===== config.mk =====
export PLATFORM = sky130hd
export DESIGN_NAME = fft_frame_ctrl
export DESIGN_NICKNAME = d
export VERILOG_FILES = /design/src/rtl/fft_frame_ctrl_pkg.sv /design/src/rtl/fft_frame_buf.sv /design/src/rtl/fft_frame_ctrl.sv
export SDC_FILE = /design/constraint.sdc
export NUM_CORES = 1
export LEC_CHECK = 0
export ABC_AREA = 1
export BUFFER_PORTS_ARGS = -buffer_cell sky130_fd_sc_hd__clkbuf_2
export CAP_MARGIN = 15
export CORE_AREA = 2 2 232 234
export CTS_CLUSTER_DIAMETER = 120
export DETAILED_ROUTE_END_ITERATION = 8
export DIE_AREA = 0 0 234 236
export PLACE_DENSITY = 0.74
export SLEW_MARGIN = 20
export SYNTH_ARGS = -nofsm -noshare
export SYNTH_HDL_FRONTEND = slang
export SYNTH_SLANG_ARGS = --single-unit

===== constraint.sdc =====
create_clock -name clk -period 56 [get_ports clk]
set_clock_uncertainty 0.1 [all_clocks]
set_input_delay 8.4 -clock clk [delete_from_list [all_inputs] [get_ports clk]]
set_output_delay 8.4 -clock clk [all_outputs]
set_load 0.02 [all_outputs]

===== src/rtl/fft_frame_ctrl_pkg.sv =====
// rtl/fft_frame_ctrl_pkg.sv - shared defaults and state encoding for the FFT frame sequencer
//
// Purpose : default frame geometry, watchdog length and the FSM state type
//           used by fft_frame_ctrl and its frame buffers.
// Ports   : none (package).
package fft_frame_ctrl_pkg;

  localparam int DATA_WID_DEF     = 16;
  localparam int FFT_LEN_DEF      = 8;
  localparam int LOG2_FFT_LEN_DEF = 3;
  localparam int TIMEOUT_DEF      = 64;

  typedef enum logic [1:0] {
    ST_LOAD   = 2'd0,
    ST_FIRE   = 2'd1,
    ST_WAIT   = 2'd2,
    ST_UNLOAD = 2'd3
  } state_e;

endpackage


===== src/rtl/fft_frame_buf.sv =====
// rtl/fft_frame_buf.sv - FFT_LEN-entry complex register bank with serial and parallel access
//
// Purpose : holds one frame of complex samples. Entries can be written one at
//           a time (serial write) or all at once (parallel load), and read one
//           at a time (serial read) or all at once (parallel read).
// Ports   :
//   clk_i, rst_i        clock, asynchronous active-high reset (bank -> 0)
//   wr_en_i/wr_idx_i    serial write strobe and entry index
//   wr_re_i/wr_im_i     serial write data
//   ld_en_i             parallel load strobe (wins over a serial write)
//   ld_re_i/ld_im_i     parallel load data, entry 0 in the LSBs
//   rd_idx_i            serial read index
//   rd_re_o/rd_im_o     serial read data
//   par_re_o/par_im_o   whole bank, entry 0 in the LSBs
module fft_frame_buf #(
  parameter int DATA_WID     = 16,
  parameter int FFT_LEN      = 8,
  parameter int LOG2_FFT_LEN = 3
) (
  input  logic                        clk_i,
  input  logic                        rst_i,
  input  logic                        wr_en_i,
  input  logic [LOG2_FFT_LEN-1:0]     wr_idx_i,
  input  logic [DATA_WID-1:0]         wr_re_i,
  input  logic [DATA_WID-1:0]         wr_im_i,
  input  logic                        ld_en_i,
  input  logic [FFT_LEN*DATA_WID-1:0] ld_re_i,
  input  logic [FFT_LEN*DATA_WID-1:0] ld_im_i,
  input  logic [LOG2_FFT_LEN-1:0]     rd_idx_i,
  output logic [DATA_WID-1:0]         rd_re_o,
  output logic [DATA_WID-1:0]         rd_im_o,
  output logic [FFT_LEN*DATA_WID-1:0] par_re_o,
  output logic [FFT_LEN*DATA_WID-1:0] par_im_o
);

  logic [FFT_LEN*DATA_WID-1:0] re_q, re_d;
  logic [FFT_LEN*DATA_WID-1:0] im_q, im_d;

  always_comb begin
    re_d = re_q;
    im_d = im_q;
    if (ld_en_i) begin
      re_d = ld_re_i;
      im_d = ld_im_i;
    end else if (wr_en_i) begin
      re_d[wr_idx_i*DATA_WID +: DATA_WID] = wr_re_i;
      im_d[wr_idx_i*DATA_WID +: DATA_WID] = wr_im_i;
    end
  end

  always_ff @(posedge clk_i or posedge rst_i) begin
    if (rst_i) begin
      re_q <= '0;
      im_q <= '0;
    end else begin
      re_q <= re_d;
      im_q <= im_d;
    end
  end

  assign rd_re_o  = re_q[rd_idx_i*DATA_WID +: DATA_WID];
  assign rd_im_o  = im_q[rd_idx_i*DATA_WID +: DATA_WID];
  assign par_re_o = re_q;
  assign par_im_o = im_q;

endmodule


===== src/rtl/fft_frame_ctrl.sv =====
// rtl/fft_frame_ctrl.sv - frame sequencer around fft_core64: serial in, parallel core, serial out
//
// Purpose : packs FFT_LEN serial samples into a frame, fires the core with a
//           one-cycle start, waits for done under a watchdog, captures the
//           results and drains them serially with an end-of-frame marker.
//           One frame in flight; input is back-pressured outside LOAD.
// Ports   :
//   clk, rst                      clock, asynchronous active-high reset
//   in_val/in_ready/in_re/in_im   serial sample input (valid/ready)
//   core_start                    one-cycle start pulse to the core
//   core_re_o/core_im_o           packed frame to the core, sample 0 in LSBs
//   core_done/core_re_i/core_im_i core result strobe and packed results
//   out_val/out_ready/out_re/out_im/out_last  serial result output
//   busy                          high in any state other than LOAD
//   err_timeout/clr_err           sticky watchdog error and its clear
//   frame_cnt                     count of fully drained frames (wraps)
module fft_frame_ctrl
  import fft_frame_ctrl_pkg::*;
#(
  parameter int DATA_WID     = DATA_WID_DEF,
  parameter int FFT_LEN      = FFT_LEN_DEF,
  parameter int LOG2_FFT_LEN = LOG2_FFT_LEN_DEF,
  parameter int TIMEOUT      = TIMEOUT_DEF
) (
  input  logic                        clk,
  input  logic                        rst,
  input  logic                        in_val,
  output logic                        in_ready,
  input  logic [DATA_WID-1:0]         in_re,
  input  logic [DATA_WID-1:0]         in_im,
  output logic                        core_start,
  output logic [FFT_LEN*DATA_WID-1:0] core_re_o,
  output logic [FFT_LEN*DATA_WID-1:0] core_im_o,
  input  logic                        core_done,
  input  logic [FFT_LEN*DATA_WID-1:0] core_re_i,
  input  logic [FFT_LEN*DATA_WID-1:0] core_im_i,
  output logic                        out_val,
  input  logic                        out_ready,
  output logic [DATA_WID-1:0]         out_re,
  output logic [DATA_WID-1:0]         out_im,
  output logic                        out_last,
  output logic                        busy,
  output logic                        err_timeout,
  input  logic                        clr_err,
  output logic [15:0]                 frame_cnt
);

  localparam int WDOG_W = (TIMEOUT > 2) ? $clog2(TIMEOUT) : 1;
  localparam logic [WDOG_W-1:0]       WDOG_MAX = WDOG_W'(TIMEOUT - 1);
  localparam logic [LOG2_FFT_LEN-1:0] IDX_LAST = LOG2_FFT_LEN'(FFT_LEN - 1);

  state_e                  state_q, state_d;
  logic [LOG2_FFT_LEN-1:0] idx_q, idx_d;
  logic [WDOG_W-1:0]       wdog_q, wdog_d;
  logic                    err_q, err_d;
  logic [15:0]             frame_q, frame_d;

  logic                    pack_wr;
  logic                    res_ld;
  logic                    err_set;
  logic [DATA_WID-1:0]     res_rd_re, res_rd_im;

  logic [DATA_WID-1:0]         unused_pack_rd_re, unused_pack_rd_im;
  logic [FFT_LEN*DATA_WID-1:0] unused_res_par_re, unused_res_par_im;

  always_comb begin
    state_d    = state_q;
    idx_d      = idx_q;
    wdog_d     = '0;
    err_d      = err_q;
    frame_d    = frame_q;
    in_ready   = 1'b0;
    core_start = 1'b0;
    out_val    = 1'b0;
    out_last   = 1'b0;
    busy       = 1'b1;
    pack_wr    = 1'b0;
    res_ld     = 1'b0;
    err_set    = 1'b0;

    unique case (state_q)
      ST_LOAD: begin
        in_ready = 1'b1;
        busy     = 1'b0;
        if (in_val) begin
          pack_wr = 1'b1;
          if (idx_q == IDX_LAST) begin
            idx_d   = '0;
            state_d = ST_FIRE;
          end else begin
            idx_d = idx_q + 1'b1;
          end
        end
      end
      ST_FIRE: begin
        core_start = 1'b1;
        state_d    = ST_WAIT;
      end
      ST_WAIT: begin
        if (core_done) begin
          res_ld  = 1'b1;
          state_d = ST_UNLOAD;
        end else if (wdog_q == WDOG_MAX) begin
          // Abandon the frame; the input bank is simply overwritten next time.
          err_set = 1'b1;
          state_d = ST_LOAD;
        end else begin
          wdog_d = wdog_q + 1'b1;
        end
      end
      ST_UNLOAD: begin
        out_val  = 1'b1;
        out_last = (idx_q == IDX_LAST);
        if (out_ready) begin
          if (idx_q == IDX_LAST) begin
            idx_d   = '0;
            frame_d = frame_q + 16'd1;
            state_d = ST_LOAD;
          end else begin
            idx_d = idx_q + 1'b1;
          end
        end
      end
      default: state_d = ST_LOAD;
    endcase

    // A watchdog hit in the same cycle as clr_err must not be lost.
    if (err_set) begin
      err_d = 1'b1;
    end else if (clr_err) begin
      err_d = 1'b0;
    end
  end

  always_ff @(posedge clk or posedge rst) begin
    if (rst) begin
      state_q <= ST_LOAD;
      idx_q   <= '0;
      wdog_q  <= '0;
      err_q   <= 1'b0;
      frame_q <= '0;
    end else begin
      state_q <= state_d;
      idx_q   <= idx_d;
      wdog_q  <= wdog_d;
      err_q   <= err_d;
      frame_q <= frame_d;
    end
  end

  fft_frame_buf #(
    .DATA_WID     (DATA_WID),
    .FFT_LEN      (FFT_LEN),
    .LOG2_FFT_LEN (LOG2_FFT_LEN)
  ) u_pack_buf (
    .clk_i    (clk),
    .rst_i    (rst),
    .wr_en_i  (pack_wr),
    .wr_idx_i (idx_q),
    .wr_re_i  (in_re),
    .wr_im_i  (in_im),
    .ld_en_i  (1'b0),
    .ld_re_i  ('0),
    .ld_im_i  ('0),
    .rd_idx_i (idx_q),
    .rd_re_o  (unused_pack_rd_re),
    .rd_im_o  (unused_pack_rd_im),
    .par_re_o (core_re_o),
    .par_im_o (core_im_o)
  );

  fft_frame_buf #(
    .DATA_WID     (DATA_WID),
    .FFT_LEN      (FFT_LEN),
    .LOG2_FFT_LEN (LOG2_FFT_LEN)
  ) u_res_buf (
    .clk_i    (clk),
    .rst_i    (rst),
    .wr_en_i  (1'b0),
    .wr_idx_i ('0),
    .wr_re_i  ('0),
    .wr_im_i  ('0),
    .ld_en_i  (res_ld),
    .ld_re_i  (core_re_i),
    .ld_im_i  (core_im_i),
    .rd_idx_i (idx_q),
    .rd_re_o  (res_rd_re),
    .rd_im_o  (res_rd_im),
    .par_re_o (unused_res_par_re),
    .par_im_o (unused_res_par_im)
  );

  // Output data is forced to zero outside UNLOAD so stale results never show.
  assign out_re      = out_val ? res_rd_re : '0;
  assign out_im      = out_val ? res_rd_im : '0;
  assign err_timeout = err_q;
  assign frame_cnt   = frame_q;

endmodule

# Yosys cells after proc, flatten, opt, wreduce, memory -nomap -nowiden

Cells that the tools add are included.

Bits of input ports: 294
Flip-flop bits (word level): 540
Bits in writable memories: 0
Memory bits (read-only): 0
Memories: 0
Latch bits: 0

Equality and inequality tests: 10
Add/subtract/negate cells: 4
Bitwise gates (word level): 0
Divide/modulo/power cells: 0
Order comparisons: 0
Shift operators: 5
Mux-type cells: 32
$mul: 0
Reductions and logical operators: 6

Operators by type and width:

| operator                                                                   | number |
|---|---|
| 128-bit bitwise mux                                                        | 2 |
| 128-bit by 8-bit indexed part select with 16-bit output                    | 2 |
| 16-bit by 34-bit indexed part select with 128-bit output                   | 2 |
| 16-bit by 34-bit variable shift with 128-bit output (first input constant) | 1 |
| 7-bit negator with 34-bit output                                           | 1 |
| 16-bit two-way mux                                                         | 2 |
| 6-bit two-way mux                                                          | 3 |
| 16-bit by 1-bit adder with 16-bit output (second input constant)           | 1 |
| 1-bit two-way mux                                                          | 14 |
| 2-bit two-way mux                                                          | 6 |
| 3-bit two-way mux                                                          | 3 |
| 2-bit != test (second input constant)                                      | 4 |
| 2-bit one-hot mux with 4 select lines                                      | 1 |
| 6-bit by 1-bit adder with 6-bit output (second input constant)             | 1 |
| 6-bit == test (second input constant)                                      | 1 |
| 3-bit one-hot mux with 2 select lines                                      | 1 |
| 3-bit AND reduction                                                        | 2 |
| 5-bit AND reduction                                                        | 1 |
| 2-bit == test (second input constant)                                      | 2 |
| 2-bit nonzero test                                                         | 2 |
| 3-bit by 1-bit adder with 3-bit output (second input constant)             | 1 |
| 3-bit == test (second input constant)                                      | 1 |
| 3-bit != test (second input constant)                                      | 1 |
| 2-bit by 1-bit == test with 1-bit output (second input constant)           | 1 |
| 2-bit zero test                                                            | 1 |

# Logic depth before layout (Yosys ltp)

Depth in word-level cells: 5
Depth in mapped cells: 13
Depth with buffers taken out: 9

# Cells and area by module

Synthesis repeated with hierarchy kept, for this count alone.

Cell total of the unflattened synthesis: 5275
Area, all modules: 33761.1 um2

By module, submodules not included:

| module                      | seq. area each (um2) | area an instance (um2) | instances | cells an instance |
|---|---|---|---|---|
| fft_frame_buf at u_res_buf  | 6406.1               | 16040.4                | 1         | 2522 |
| fft_frame_buf at u_pack_buf | 6406.1               | 15982.8                | 1         | 2501 |
| fft_frame_ctrl              | 700.7                | 1737.9                 | 1         | 252 |

# Worst setup path before layout

No wires, ideal clock.

Path kind: register to output
From: reg idx_q[1]
To: out out_im[11]
Path buffers: 3
Data arrival time: 1.618 ns
Data required time: 47.500 ns
Cell stages (with the launch flop): 8
Setup slack: 45.882 ns
Cell sequence: dfrtp_1 -> buf_2 -> clkbuf_1 -> buf_1 -> o211ai_1 -> nand3_1 -> nand2_1 -> nor2_1

Longest elaborated chain between the ends: 2

RTL lines:

| element                                                 | RTL line              | source |
|---|---|---|
| start: declaration                                      | fft_frame_ctrl.sv:53  | `logic [LOG2_FFT_LEN-1:0] idx_q, idx_d;` |
| start signal: assignment                                | fft_frame_ctrl.sv:144 | `idx_q <= idx_d;` |
| 128-bit by 8-bit indexed part select with 16-bit output | fft_frame_buf.sv:62   | `assign rd_im_o = im_q[rd_idx_i*DATA_WID +: DATA_WID];` |
| 16-bit two-way mux                                      | fft_frame_ctrl.sv:195 | `assign out_im = out_val ? res_rd_im : '0;` |
| end: declaration                                        | fft_frame_ctrl.sv:40  | `output logic [DATA_WID-1:0] out_im,` |

No other way between the ends.

# Worst setup path after layout

From: reg idx_q[0]
To: out out_re[4]

Longest elaborated chain between the ends: 2

RTL lines:

| element                                                 | RTL line              | source |
|---|---|---|
| 128-bit by 8-bit indexed part select with 16-bit output | fft_frame_buf.sv:61   | `assign rd_re_o = re_q[rd_idx_i*DATA_WID +: DATA_WID];` |
| 16-bit two-way mux                                      | fft_frame_ctrl.sv:194 | `assign out_re = out_val ? res_rd_re : '0;` |
| end: declaration                                        | fft_frame_ctrl.sv:39  | `output logic [DATA_WID-1:0] out_re,` |

No other way between the ends.

==> metrics <==
post-route ant nets=0; die width=234 µm; clk sinks=540; first-pass GRT wire length=119.8 mm; cells after synthesis=2967; DIE AREA=55220 µm²; Bufs on Longest Clock Path=3; Worst Hold Path EP=u_res_buf.par_im_o[63]; register area share after synthesis=0.5648; io pins=604; worst-path fanout max=99; max_cap viols=0; Layout Utilization=0.5465; # resized after CTS=0; worst-path cell chain=buf_4 -> o211ai_1 -> nand3_1 -> nand2_1 -> nor2_1 -> clkbuf_2; Fill cells=5055; Final Max Slew Viols=0; layout net count=3767; worst r2r dst=u_pack_buf.par_re_o[79]; Least-Margin Pin Slew=1249 ps; initial antenna violation count=14; placed cell count=4104; clk_lat worst skew=600 ps; Yosys reg bits=540; global route overflow=0; core region area=53070 µm²; worst r2r path cells=6; post-CTS setup buffers=0; Placed Area=27240 µm²; maximum vdd drop=0.00003487 V; CTS tree=yes; Largest delay share family, worst path=buffers and inverters; Setup violations, final=0; Slew HR=0.1675; commonest non-fill, non-tap cell in the layout=nand2_1; Fmax=83.74 MHz; Area Growth Syn to Fin=21.21%; Data required, critical path=47500 ps; worst hold slack=364.7 ps; largest net degree at the start of global routing=264; CTS H-tree lvls=2; Synth cell types=29; clock-pin slew on the worst setup and hold paths=60 ps; Max stage delay on crit path=910 ps; final worst slack=44060 ps; r2r startpoint=idx_q[0]; register-to-register setup slack=51720 ps; Initial Utilization=0.4508; # DRC=0; Final HPWL DP=54.33 mm; Port Buffers=603; Die H=236 µm; final wirelength=78.63 mm; CP Buf/Inv Count=2; Vias=22120; Final Non-Filler Cells=4212; crit path kind=register to output port; GR Util All Layers=0.2800; DR pass1 iterations=6; outcome=complete, no violations; min-delay src=u_res_buf.par_im_o[63]; most frequent cells in the layout=nand2_1, clkbuf_2, dfrtp_1; final hold viol count=0; synthesized area=23930 µm²; RSZ-0062 raised after global routing=false; WP data arrival=3440 ps; Vias/cell=5.251; Tmin final=11940 ps; Hold Crit Class=register to register; First DRT Iteration DRCs=2426; Leak=15.59 nW; TNS Setup=0 ps; gp weighted congestion=0.9836; cell depth of the worst hold path=2; std cell rows=85; clk root buf=clkbuf_16; final worst-path cycle share=0.2132; Syn Area/Cell=8.064 µm²; Pwr Total=1.664 mW; layout cell share with drive strength beyond 1=0.2099; synth warn=0; vias in the first global route=20720; WL/cell=18.67 µm; Final Cell Area=29000 µm²; Power Density=57.37 nW/µm²; total CTS buffers=54; syn_nets=3270; crit path capture type=output port; CTS Hold Buffers Added=0; Startpoint Class=register; highest-delay cell along the critical path=dfrtp_4; pre-CTS setup slack=44650 ps
[Yosys cell counts (all sizes together)]
master	count	area (µm²)
nor3	37	207.7
nand4	10	107.6
xor2	4	35.03
inv	208	780.8
nand2	1182	4437
nor3b	1	7.510
buf	96	466.7
clkinv	1	3.750
nand3b	1	7.510
o22ai	1	6.260
dfrtp	540	13510
o211ai	32	240.2
nor2	162	649.4
ha	9	112.6
a21oi	81	405.4
clkbuf	93	349.1
o21ai	360	1802
xnor2	7	61.31
nand3	142	733.2
[worst register-to-register path: stages, from the launching register on]
cell     delay [ps]
dfrtp_4         910
inv_2           590
ha_2            420
buf_4           360
nor3_1          510
nand4_4         790
o21ai_0         490
[worst max path at each step]
stage          slack (ps)  cells past startpoint                     end     start
3_3_place_gp        44660                      4  u_res_buf.par_im_o[98]       rst
2_1_floorplan       32410                      1             err_timeout       rst
5_1_grt             43910                      6               out_re[4]  idx_q[0]
6_report            44060                      6               out_re[4]  idx_q[0]
4_1_cts             44100                      7               out_re[8]  idx_q[0]
3_5_place_dp        44650                      4  u_res_buf.par_im_o[79]       rst
[report_power, final]
part / switching (mW) / internal, mW / total, mW
clock: 0.156 / 0.203 / 0.359
combinational: 0.479 / 0.191 / 0.670
sequential: 0.0936 / 0.541 / 0.635
[cells by family after synthesis]
kind of cell,count (synthesis),share of synthesized area
flops,540,0.5648
buf+inv,398,0.06689
xor+xnor,11,0.004027
compound gates,474,0.1026
simple gates,1535,0.2570
fa+ha+maj,9,0.004707
[registers in the layout, summed over array words and instances (netlist names)]
signal	cells
err_timeout	1
frame_cnt	16
idx_q	3
state_q	2
u_pack_buf.par_im_o	128
u_pack_buf.par_re_o	128
u_res_buf.par_im_o	128
u_res_buf.par_re_o	128
wdog_q	6
[layer usage]
metal | vias up | share of wire | GRT usage
li1 | 10360 | - | -
met1 | 10430 | 0.41 | 0.3787
met2 | 1121 | 0.45 | 0.4325
met3 | 198 | 0.086 | 0.05247
met4 | 2 | 0.052 | 0.1379
met5 | - | 0.00020 | 0
[cell type report]
cell class	instances	area [µm²]	share of cell area
Inverter	209	794.5	0.02740
Antenna cell	14	35.03	0.001208
Clock inverter	14	151.4	0.005220
Clock buffer	80	1570	0.05415
Sequential cell	540	13520	0.4663
Tap cell	696	870.8	0.03003
Timing Repair Buffer	630	3237	0.1116
Multi-Input combinational cell	2029	8820	0.3041
No activity file was read; power rests on OpenSTA's default activity.
